File: src/rtl/dipsw_debouncer.sv
// dipsw_debouncer: two-flop synchronizer plus per-bit stability counter
// for the DIP switch bank feeding the comparator operands.
module dipsw_debouncer #(
  parameter int WIDTH           = 8,
  parameter int DEBOUNCE_CYCLES = 160000,
  parameter int CNT_WIDTH       = 18
) (
  input  logic             CLK,
  input  logic             RST,
  input  logic [WIDTH-1:0] sw_raw,
  output logic [WIDTH-1:0] sw_stable,
  output logic             changed,
  output logic             busy
);

  localparam longint CNT_LIMIT = longint'(1) << CNT_WIDTH;
  localparam logic [CNT_WIDTH-1:0] CNT_MAX =
    CNT_WIDTH'(DEBOUNCE_CYCLES - 1);

  // Reject parameter sets the counter cannot represent.
  if (DEBOUNCE_CYCLES < 2) begin : g_bad_cycles
    $error("DEBOUNCE_CYCLES must be >= 2");
  end
  if (longint'(DEBOUNCE_CYCLES - 1) >= CNT_LIMIT) begin : g_bad_width
    $error("CNT_WIDTH too small for DEBOUNCE_CYCLES");
  end

  logic [WIDTH-1:0]     s1;
  logic [WIDTH-1:0]     s2;
  logic [CNT_WIDTH-1:0] cnt     [WIDTH];
  logic [CNT_WIDTH-1:0] cnt_nxt [WIDTH];
  logic [WIDTH-1:0]     stable_nxt;
  logic [WIDTH-1:0]     upd;
  logic                 busy_nxt;

  // Per-bit counter rule: clear on match, commit at the limit, else count.
  always_comb begin
    stable_nxt = sw_stable;
    upd        = '0;
    busy_nxt   = 1'b0;
    for (int i = 0; i < WIDTH; i++) begin
      cnt_nxt[i] = '0;
      if (s2[i] == sw_stable[i]) begin
        cnt_nxt[i] = '0;
      end else if (cnt[i] == CNT_MAX) begin
        stable_nxt[i] = s2[i];
        upd[i]        = 1'b1;
        cnt_nxt[i]    = '0;
      end else begin
        cnt_nxt[i] = cnt[i] + CNT_WIDTH'(1);
      end
      busy_nxt = busy_nxt | (cnt_nxt[i] != '0);
    end
  end

  // Synchronizer, counters and registered outputs; reset wins.
  always_ff @(posedge CLK) begin
    if (RST) begin
      s1        <= '0;
      s2        <= '0;
      sw_stable <= '0;
      changed   <= 1'b0;
      busy      <= 1'b0;
      for (int i = 0; i < WIDTH; i++) begin
        cnt[i] <= '0;
      end
    end else begin
      s1        <= sw_raw;
      s2        <= s1;
      sw_stable <= stable_nxt;
      changed   <= |upd;
      busy      <= busy_nxt;
      for (int i = 0; i < WIDTH; i++) begin
        cnt[i] <= cnt_nxt[i];
      end
    end
  end

endmodule

File: config.mk
export PLATFORM = sky130hd
export DESIGN_NAME = dipsw_debouncer
export DESIGN_NICKNAME = d
export VERILOG_FILES = /design/src/rtl/dipsw_debouncer.sv
export SDC_FILE = /design/constraint.sdc
export NUM_CORES = 1
export LEC_CHECK = 0
export ABC_AREA = 0
export BUFFER_PORTS_ARGS = -buffer_cell sky130_fd_sc_hd__buf_2
export CAP_MARGIN = 15
export CORE_MARGIN = 3
export CORE_UTILIZATION = 65
export CTS_BUF_LIST = sky130_fd_sc_hd__clkbuf_16
export DETAILED_ROUTE_END_ITERATION = 10
export GPL_TIMING_DRIVEN = 0
export PLACE_DENSITY = 0.82
export RECOVER_POWER = 100
export SLEW_MARGIN = 25
export SYNTH_ARGS = -nofsm -noshare
export SYNTH_HDL_FRONTEND = slang
export SYNTH_SLANG_ARGS = --single-unit
File: constraint.sdc
create_clock -name CLK -period 4.62 [get_ports CLK]
set_input_delay 0.693 -clock CLK [delete_from_list [all_inputs] [get_ports CLK]]
set_output_delay 0.693 -clock CLK [all_outputs]
set_load 0.02 [all_outputs]
# After elaboration in Yosys (flattened, before gate mapping)

Memory sizes are Yosys's and may differ from the RTL's.
Cells that the tools add are included.

Add/sub/neg operators: 8
Eq/ne operators: 16
Mux-type cells: 43
Bitwise gates (word level): 23
Reduce and logical (&&, ||, !) cells: 17

Operators by type and width:

| operator                                       | number |
|---|---|
| two-way mux 18 bit                             | 24 |
| adder 18 x 1 -> 18 bit (second input constant) | 8 |
| equality test 18 bit (second input constant)   | 8 |
| nonzero test 18 bit                            | 8 |
| two-way mux 1 bit                              | 19 |
| AND reduction 2 bit                            | 8 |
| OR 1 bit                                       | 15 |
| equality test 1 bit                            | 8 |
| inverter 1 bit                                 | 8 |
| OR reduction 8 bit                             | 1 |

Flip-flop bits (word level): 26
Bits in writable memories: 144
Input bits: 10
Output and inout port bits: 10
Word-level logic and storage cells: 120
Memories kept: 1

Memories:

| memory | words | bits a word | read ports | clocked after memory_dff | wr ports | line | source |
|---|---|---|---|---|---|---|---|
| cnt    | 8     | 18          | 8          | 0                        | 8        | 30   | `logic [CNT_WIDTH-1:0] cnt [WIDTH];` |

# Logic depth before layout (Yosys ltp)

Gate-level depths: netlist of run 1.

Depth after elaboration: 11
Depth in mapped cells: 10
Mapped depth without buffers: 9

# Worst setup path before layout of run 1

Ideal clock, no wire load.

Path type: reg-to-reg
From: mem cnt[2][9] (netlist: cnt[0][45])
To: reg busy
Setup time: 0.130 ns
Arrival time: 2.527 ns
Required time: 4.490 ns
Slack: 1.963 ns
Stages on the path, launching flop included: 10
Buffers on the path: 1
Period minus slack after synthesis: 2.657 ns
Path through: dfxtp_1 > clkbuf_1 > nand3_1 > nor4_1 > nand3_1 > xnor2_1 > or4_1 > a22oi_1 > and4bb_1 > a31oi_1

RTL lines:

| item                 | line | source |
|---|---|---|
| from (decl)          | 30   |  |
| to (signal assigned) | 72   | `busy <= busy_nxt;` |
| to (decl)            | 13   | `output logic busy` |

==> impl_results.md, run 1 <==
* Worst-Skew Late Latency at 440 ps
* Area leader, netlist: dfxtp_1
* Standard-cell row count at slightly above 40
* Placed insts at ~1200
* Arr. time, crit path at roughly 3800 ps
* Kind of critical path: reg2reg
* IO Port Bufs at 19
* Clock sinks at between 150 and 200
* ANT nets after route at 0
* RSZ-0062 raised after global routing: false
* Post-Syn Area at about 0.0087 sq mm
* Dpl hpwl at about 13 mm
* CTS-repair resized insts at 0
* I/O pins at 20
* DR DRC count at 0
* CP required at roughly 4900 ps
* DR pass1 iterations at 6
* Max Fclk at between 0.2 and 0.3 GHz
* Longest Clk Path Bufs at 2
* Final GP Congestion at around 0.90
* Hold crit path type: reg2reg
* Netlist cell types at 77
* Final Skew at between 8 and 9 ps
* Top cell type's share of synthesized area at 0.392
* Critical Path Max Stage Delay at roughly 600 ps
* Worst R2R End: busy$_SDFF_PP0_
* Starting density of the core at 0.678
* Worst Tran Pin Value at between 1000 and 1500 ps
* Most common cell in the netlist: nor2_1
* Critical Path End Type: flop
* Worst-path cell chain: ha_1 -> clkbuf_1 -> nand4_1 -> nor3_1 -> and4_1 -> mux2i_1 -> nand4_1 -> o21bai_1 -> nor4bb_1 -> a31oi_1
* Total wire length at roughly 20 mm
* Initial antenna violation count at 0
* Syn_nets at roughly 1100
* GRT overflow at 0
* Synth area leaders: dfxtp_1 39%, xnor2_1 9.2%, nor2_1 8.0%
* Endpoints failing setup at 0
* # Max-Cap Violations at 0
* Via density at between 5 and 6
* Flop2flop setup slack at about 1100 ps
* Crit-path slowest cell: nor3_1
* Setup crit end: busy$_SDFF_PP0_
* Synth Area in Adders at 0.0115
* Largest family of logic cells by synthesized area: simple AND/OR/NAND/NOR gates
* #FFs+latches synth at between 150 and 200
* Post-CTS Setup Bufs at 0
* Peak VDD IR at 0.000398 V
* CTS root buf: clkbuf_16
* Layout cells sized above 1 at 0.0661
* Status: completed
* Core Area at roughly 0.013 sq mm
* Pins Over Slew Limit at 0
* DRT iter0 DRCs at around 500
* Clock slew seen by the registers of the worst setup and hold paths at 70 ps
* Via count at between 7000 and 8000
* Chip height at about 120 microns
* Synth Instances at 1054
* Crit path from: cnt[1][18]$_SDFF_PP0_
* TNS Setup at 0 ps
* Kind of start point of the critical path: flop
* Diodes inserted at 0
* Register area share after synthesis at 0.392
* Mux contribution to synthesized area at 0.0239
* H-tree depth at 4
* Critical-path maximum fanout at 9
* FF-to-FF path depth at 10
* Most used DFF post-synth: dfxtp_1
* Synth warnings at 0
* Post-synthesis compound-gate area fraction at 0.0731
* Worst path most repeated cell: nand4_1
* Design area at 0.00956 sq mm
* GRT Total Usage at 0.271
* Hold-fix buffers, CTS at 0
* Die Span X at 122 microns
* Leak pwr at ~0.0031 uW
* Period minus WS final at 3540 ps
* Crit share post-route at 0.766
* CTS Buf Count at 17
* Final Hold Fails at 0
* Area Overhead vs Synth at 10.0%
* Nets at between 1000 and 1500
* Max_slew headroom at 0.282
* Post-DR wirelength/cell at between 15 and 20 microns
* TritonCTS clock tree: yes
* Synth Area in Simple Gates at 0.310
* P per Cell Area at between 300 and 400 mW/mm^2
* Largest net degree at the start of global routing at 17
* Post-synth EDFFs at 0
* Synthesized area per cell at between 8 and 9 sq um
* Die ar. at 0.0148 sq mm
* Layout Cells excl Fill at roughly 1300
* Synth cell count leaders: 185 x nor2_1, 170 x dfxtp_1, 91 x xnor2_1, 73 x nand3_1, 69 x nand2_1
* WHS at around 440 ps
* Post-synthesis xor/xnor area fraction at 0.154
* First-pass GRT wire length at 32.3 mm
* Worst reg2reg startpoint: cnt[1][18]$_SDFF_PP0_
* Vias in the first global route at 6826
* Post-synthesis async set-or-reset flop share at 0
* DP Area at about 0.009 sq mm
## through the flow
stage / util / setup slack, ps / total power, uW
4_1_cts: 0.750 / 1180 / 3050
5_1_grt: 0.746 / 919 / 3120
6_report: 0.746 / 1080 / 3030
2_1_floorplan: - / 1960 / 1550
3_3_place_gp: 0.702 / 1310 / 1570
3_5_place_dp: 0.702 / 1270 / 1570
## report_power, final
| part | internal [uW] | switching [uW] | leakage (uW) | total, uW |
|---|---|---|---|---|
| clock | 860 | 631 | 0.000289 | 1490 |
| combinational | 18.9 | 38.3 | 0.00147 | 57.3 |
| sequential | 1470 | 6.58 | 0.00137 | 1480 |
## logic make-up (layout without fill, tap and decap cells)
logic type	after synthesis	count (layout)
buffers and inverters	75	126
flip-flops	170	170
adder cells (fa/ha/maj)	8	8
AO/OA/AOI/OAI	87	87
multiplexers	20	20
AND/OR/NAND/NOR	541	541
XOR/XNOR	153	153
## cell type report
cell class / instances / area [sq um]
repair buffers: 19 / 81.3
clock buffers: 17 / 425
well taps: 172 / 215
plain buffers: 51 / 201
fillers: 1005 / 3260
clock inverters: 15 / 189
flip-flops and latches: 170 / 3400
inverters: 24 / 90.1
multi-input cells: 809 / 4960
## worst min path at each step
stage | depth (start not counted) | start | slack [ps] | endpoint
after global routing | 2 | sw_raw[4] | 470 | s1[4]$_SDFF_PP0_
after global placement | 1 | s1[5]$_SDFF_PP0_ | 420 | s2[5]$_SDFF_PP0_
after detailed placement | 1 | s1[3]$_SDFF_PP0_ | 420 | s2[3]$_SDFF_PP0_
final | 1 | s1[3]$_SDFF_PP0_ | 440 | s2[3]$_SDFF_PP0_
after CTS | 1 | s1[3]$_SDFF_PP0_ | 440 | s2[3]$_SDFF_PP0_
after floorplan | 1 | s1[0]$_SDFF_PP0_ | 410 | s2[0]$_SDFF_PP0_
## metal layers
layer  GRT usage  routed length, microns  up-vias  share of wire
met1       0.354                    8710     3503           0.45
met5           0                       0        -              0
li1            -                       -     3728              -
met3      0.0641                    1090       58          0.056
met4       0.111                     611        0          0.031
met2       0.433                    9130      219           0.47
## worst max-delay path: cells and delay by family, from the launching register on
| family | cells | cell delay, ps |
|---|---|---|
| simple gates | 5 | 1910 |
| fa+ha+maj | 1 | 170 |
| buf+inv | 1 | 330 |
| compound gates | 2 | 360 |
| flops | 1 | 410 |
| mux | 1 | 220 |
## flip-flops by register name (all words and copies together), names as in the netlist
| name | cells |
|---|---|
| s1 | 8 |
| sw_stable | 8 |
| s2 | 8 |
| cnt | 144 |
| changed | 1 |
| busy | 1 |
## cell usage in the layout (no fill, tap or decap), types with 5 or more instances in the layout
cell	count
a21oi_1	15
a31oi_1	6
and3_1	32
and4_1	7
buf_2	11
clkbuf_1	55
clkbuf_16	17
dfxtp_1	170
ha_1	8
inv_1	24
mux2_2	6
mux2i_1	14
nand2_1	70
nand2b_1	7
nand3_1	74
nand4_1	35
nor2_1	185
nor2b_1	27
nor3_1	41
nor4_1	15
nor4b_1	6
o2111ai_1	5
o21ai_0	9
o22ai_1	9
or2_2	11
or3_1	11
or4_1	5
xnor2_1	91
xor2_1	62
No activity file was read; power rests on OpenSTA's default activity.
==> run 2: changes to the inputs <==
--- a/config.mk
+++ b/config.mk
@@ -9,11 +9,11 @@
 export BUFFER_PORTS_ARGS = -buffer_cell sky130_fd_sc_hd__buf_2
 export CAP_MARGIN = 15
 export CORE_MARGIN = 3
-export CORE_UTILIZATION = 65
+export CORE_UTILIZATION = 63
 export CTS_BUF_LIST = sky130_fd_sc_hd__clkbuf_16
 export DETAILED_ROUTE_END_ITERATION = 10
 export GPL_TIMING_DRIVEN = 0
-export PLACE_DENSITY = 0.82
+export PLACE_DENSITY = 0.8
 export RECOVER_POWER = 100
 export SLEW_MARGIN = 25
 export SYNTH_ARGS = -nofsm -noshare
==> constraint.sdc (replaced) <==
create_clock -name CLK -period 3.6 [get_ports CLK]
set_input_delay 0.54 -clock CLK [delete_from_list [all_inputs] [get_ports CLK]]
set_output_delay 0.54 -clock CLK [all_outputs]
set_load 0.02 [all_outputs]
==> impl_results.md, run 2 (synthesized netlist as in run 1, its figures left out) <==
* Post-DR wirelength/cell at 14.8 microns (-3.4%)
* P per Cell Area at 395 mW/mm^2 (+25%)
* CTS root buf: clkbuf_16
* Worst reg2reg startpoint: cnt[1][18]$_SDFF_PP0_
* I/O pins at 20 (unchanged)
* Leak pwr at 0.00315 uW (+0.58%)
* Worst-Skew Late Latency at 440 ps (about the same)
* # Max-Cap Violations at 0 (unchanged)
* Chip height at 123 microns (+1.5%)
* Final Hold Fails at 0 (unchanged)
* Post-Route Utilization at 0.716 (-0.0300)
* Worst path most repeated cell: nand4_1
* Crit path max-delay family: simple AND/OR/NAND/NOR gates
* Critical Path Max Stage Delay at 470 ps (-120 ps)
* Biggest register: cnt
* Sequential cell area at 0.00340 sq mm (unchanged)
* ANT nets after route at 0 (unchanged)
* FF-to-FF path depth at 11 (+1)
* Area Overhead vs Synth at 9.89%
* H-tree depth at 4 (unchanged)
* Diodes inserted at 0 (unchanged)
* WHS at 309 ps (-130 ps)
* Area occupied by multi-input gates at 0.00497 sq mm (+0.20%)
* Final Skew at 7.35 ps (-1.58 ps)
* Crit share post-route at 0.915 (+0.150)
* Critical-path maximum fanout at 9 (unchanged)
* Hold crit path type: in2reg
* Kind of start point of the critical path: flop
* Via count at 7389 (-1.6%)
* Initial antenna violation count at 0 (unchanged)
* Stages on worst setup path at 11 (+1)
* Starting density of the core at 0.651 (-0.0266)
* Vias in the first global route at 6556 (-4.0%)
* Longest Clk Path Bufs at 2 (unchanged)
* Hold path start: sw_raw[3]
* Bufs and invs on worst path at 2 (+1)
* Dpl hpwl at 13.5 mm (+0.74%)
* Max_slew headroom at 0.419 (+0.136)
* TritonCTS clock tree: yes
* Via density at 5.76 (-2.0%)
* Die Span X at 123 microns (+1.5%)
* Standard-cell row count at 42 (+2.4%)
* Status: completed
* IO Port Bufs at 19 (unchanged)
* Layout cells sized above 1 at 0.0650 (-0.00102)
* Largest register FFs at 144 (unchanged)
* First-pass GRT wire length at 31.3 mm (-3.1%)
* Final setup margin at 305 ps (-778 ps)
* Die ar. at 0.0152 sq mm (+3.0%)
* Critical Path End Type: flop
* Peak VDD IR at 0.000332 V (-16%)
* Core Area at 0.0133 sq mm (+4.1%)
* Kind of critical path: reg2reg
* Pins Over Slew Limit at 0 (unchanged)
* Most common cell after layout, fill and taps aside: nor2_1
* DRT iter0 DRCs at 457 (-8.8%)
* DR DRC count at 0 (unchanged)
* Nets at 1113 (+0.27%)
* Most frequent cells in the layout: 185 x nor2_1, 170 x dfxtp_1, 91 x xnor2_1, 74 x nand3_1, 70 x nand2_1
* Clock slew seen by the registers of the worst setup and hold paths at 60 ps (about the same)
* Worst-path cell chain: ha_1 -> clkbuf_1 -> nand4_1 -> buf_4 -> nor3_2 -> and4_1 -> mux2i_1 -> nand4_1 -> o21bai_1 -> nor4bb_1 -> a31oi_1
* Crit-path slowest cell: nor4bb_1
* Final GP Congestion at 0.910 (+1.3%)
* CP required at 3890 ps (-1040 ps)
* Hold-fix buffers, CTS at 0 (unchanged)
* Endpoints failing setup at 0 (unchanged)
* Arr. time, crit path at 3580 ps (-260 ps)
* TNS Setup at 0 ps (unchanged)
* Fillcell total at 1073 (+6.8%)
* Pre-CTS setup slack at 257 ps (-1010 ps)
* DR pass1 iterations at 6 (unchanged)
* Total wire length at 19.0 mm (-2.9%)
* GRT overflow at 0 (unchanged)
* Clock sinks at 170 (unchanged)
* Largest net degree at the start of global routing at 17 (unchanged)
* RSZ-0062 raised after global routing: false
* GRT Total Usage at 0.257 (-0.0137)
* Total Power at 3770 uW (+24%)
* CTS Buf Count at 17 (unchanged)
* Period minus WS final at 3290 ps (-242 ps)
* Hold path cells at 2 (+1)
* Worst Tran Pin Value at 864 ps (-202 ps)
* Crit path from: cnt[1][18]$_SDFF_PP0_
* Max Fclk at 0.304 GHz (+7.4%)
-- run 2: layer usage --
layer / share of wire / GRT usage / up-vias
met4: 0.026 / 0.0969 / 0
met2: 0.46 / 0.415 / 192
li1: - / - / 3732
met3: 0.051 / 0.0508 / 42
met5: 0 / 0 / -
met1: 0.46 / 0.341 / 3423
-- run 2: path summary, 6_finish.rpt --
path / to / slack (ps)
setup / recovery: busy$_SDFF_PP0_ / 310
hold / removal: s1[3]$_SDFF_PP0_ / 310
setup reg to reg: busy$_SDFF_PP0_ / 310
hold reg to reg: s2[4]$_SDFF_PP0_ / 440
-- run 2: cell type report --
type                            instances  share of cell area
Buffer                                 51              0.0211
Clock inverter                         14              0.0148
Clock buffer                           17              0.0445
Multi-Input combinational cell        809               0.520
Inverter                               24             0.00943
Tap cell                              176              0.0231
Sequential cell                       170               0.356
Timing Repair Buffer                   22              0.0109
-- run 2: power by group --
part           internal, uW  switching, uW
combinational          24.3           48.6
sequential             1890           7.95
clock                  1070            730
-- run 2: through the flow --
stage / instances / area [sq um]
finish: 1283 / 9550
CTS: 1280 / 9570
global route: 1283 / 9550
global placement: 1249 / 9010
detailed placement: 1249 / 9010
floorplan: 1054 / 8690
-- run 2: repair_timing --
item	in CTS	in global routing
gates resized for setup	0	1
setup buffers	0	3
endpoints found under the setup margin	0	1
==> run 3: changes to the inputs <==
--- a/config.mk
+++ b/config.mk
@@ -15,6 +15,8 @@
 export GPL_TIMING_DRIVEN = 0
 export PLACE_DENSITY = 0.8
 export RECOVER_POWER = 100
+export REMOVE_ABC_BUFFERS = 1
+export SKIP_CTS_REPAIR_TIMING = 1
 export SLEW_MARGIN = 25
 export SYNTH_ARGS = -nofsm -noshare
 export SYNTH_HDL_FRONTEND = slang
==> impl_results.md, run 3 (synthesized netlist as in run 1, its figures left out) <==
* Worst R2R End: busy$_SDFF_PP0_
* Nets at 1059 (-4.9%)
* Vias in the first global route at 6439 (-1.8%)
* DR pass1 iterations at 5 (-1)
* IO Port Bufs at 19 (unchanged)
* Hold path cells at 2 (unchanged)
* WHS at 330 ps (+21.9 ps)
* Longest Clk Path Bufs at 2 (unchanged)
* Critical Path Max Stage Delay at 550 ps (+80 ps)
* Most common cell after layout, fill and taps aside: nor2_1
* TNS Setup at 0 ps (unchanged)
* Total wire length at 18.1 mm (-4.7%)
* CP required at 3790 ps (-100 ps)
* WHS Endpoint: s1[4]$_SDFF_PP0_
* H-tree depth at 4 (unchanged)
* Largest net degree at the start of global routing at 53 (+36)
* DR DRC count at 0 (unchanged)
* RSZ-0062 raised after global routing: false
* Final Skew at 8.64 ps (+1.29 ps)
* Standard-cell row count at 42 (unchanged)
* Max_slew headroom at -0.586 (-1.01)
* FF-to-FF path depth at 9 (-2)
* Die ar. at 0.0152 sq mm (unchanged)
* Hold crit path type: in2reg
* First-pass GRT wire length at 30.2 mm (-3.4%)
* Peak VDD IR at 0.000323 V (-2.9%)
* ANT nets after route at 0 (unchanged)
* Worst-Skew Late Latency at 420 ps (-20 ps)
* Pins Over Slew Limit at 53 (+53)
* Stages on worst setup path at 9 (-2)
* Hold path start: sw_raw[4]
* Worst Tran Pin Value at 2380 ps (+1520 ps)
* Largest register FFs at 144 (unchanged)
* CTS Buf Count at 17 (unchanged)
* Layout cells sized above 1 at 0.0607 (-0.00432)
* # Max-Cap Violations at 1 (+1)
* Failing checks: capacitance limit, slew limit
* Status: finished, violations left
* Worst path most repeated cell: nand4_1
* Most frequent cells in the layout: 185 x nor2_1, 170 x dfxtp_1, 91 x xnor2_1, 73 x nand3_1, 69 x nand2_1
* I/O pins at 20 (unchanged)
* P per Cell Area at 409 mW/mm^2 (+3.7%)
* Clock slew seen by the registers of the worst setup and hold paths at 70 ps (about the same)
* Endpoints failing setup at 0 (unchanged)
* Starting density of the core at 0.651 (unchanged)
* Worst-path cell chain: ha_1 -> nand4_1 -> nor3_1 -> and4_1 -> mux2i_1 -> nand4_1 -> o21bai_1 -> nor4bb_1 -> a31oi_1
* Flop2flop setup slack at 430 ps (+120 ps)
* Worst reg2reg startpoint: cnt[1][18]$_SDFF_PP0_
* GRT Total Usage at 0.245 (-0.0119)
* Max Fclk at 0.315 GHz (+3.8%)
* Critical Path End Type: flop
* Kind of start point of the critical path: flop
* Die Span X at 123 microns (unchanged)
* Arr. time, crit path at 3370 ps (-210 ps)
* Final Hold Fails at 0 (unchanged)
* Crit share post-route at 0.882 (-0.0336)
* CTS root buf: clkbuf_16
* Clock sinks at 170 (unchanged)
* GRT overflow at 0 (unchanged)
* Dpl hpwl at 12.4 mm (-8.5%)
* Period minus WS final at 3170 ps (-121 ps)
* TritonCTS clock tree: yes
* Via count at 7209 (-2.4%)
* DRT iter0 DRCs at 538 (+18%)
* Area Overhead vs Synth at 7.99%
* Core Area at 0.0133 sq mm (unchanged)
* Chip height at 123 microns (unchanged)
* Crit path max-delay family: simple AND/OR/NAND/NOR gates
* Diodes inserted at 0 (unchanged)
* Bufs and invs on worst path at 0 (-2)
* Final GP Congestion at 0.865 (-4.9%)
* Critical-path maximum fanout at 9 (unchanged)
* Leak pwr at 0.00306 uW (-2.8%)
* Kind of critical path: reg2reg
* Initial antenna violation count at 0 (unchanged)
* Biggest register: cnt
* Crit-path slowest cell: nor3_1
* Post-DR wirelength/cell at 14.7 microns (-0.62%)
* Via density at 5.86 (+1.8%)
[run 3: changes by cell type in the layout (fill, tap and decap cells not counted), sizes merged]
cell,before,now
clkbuf,74,28
buf,16,8
inv,28,26
bufinv,3,4
clkinv,6,7
clkinvlp,1,2
[run 3: worst max-delay path by stage]
stage | endpoint | from | slack (ps)
6_report | busy$_SDFF_PP0_ | cnt[1][18]$_SDFF_PP0_ | 430
5_1_grt | busy$_SDFF_PP0_ | cnt[1][36]$_SDFF_PP0_ | 160
4_1_cts | busy$_SDFF_PP0_ | cnt[1][18]$_SDFF_PP0_ | 530
3_5_place_dp | busy$_SDFF_PP0_ | cnt[1][18]$_SDFF_PP0_ | 570
3_3_place_gp | busy$_SDFF_PP0_ | cnt[1][18]$_SDFF_PP0_ | 560
2_1_floorplan | busy$_SDFF_PP0_ | cnt[0][45]$_SDFF_PP0_ | 1060
[run 3: final cells by class]
class | count | area (sq um)
clock inverter | 15 | 184
timing repair buffer | 19 | 81.3
clock buffer | 17 | 425
multi-input combinational | 809 | 4980
tap | 176 | 220
fill | 1070 | 3960
sequential | 170 | 3400
inverter | 24 | 90.1
[run 3: report_power, final]
part | leakage, uW | switching [uW] | internal (uW)
logic | 0.00139 | 43.2 | 21.9
clock network | 0.000302 | 726 | 1150
registers | 0.00137 | 8.75 | 1890
[run 3: metal layers]
metal,wire length (microns),track usage,share of wire,up-vias
met1,8580,0.339,0.48,3392
met5,0,0,0,-
met3,830,0.0508,0.046,29
met2,8350,0.389,0.46,153
li1,-,-,-,3635
met4,304,0.0706,0.017,0
[run 3: metrics by stage]
step,utilization,instances,cell area [sq um],power (uW),setup slack [ps]
after floorplan,-,1003,8480,1980,1060
after global placement,0.659,1198,8790,2010,560
after detailed placement,0.659,1198,8790,2010,574
after CTS,0.704,1230,9400,3880,531
after global routing,0.703,1230,9390,3960,162
final,0.703,1230,9390,3840,426
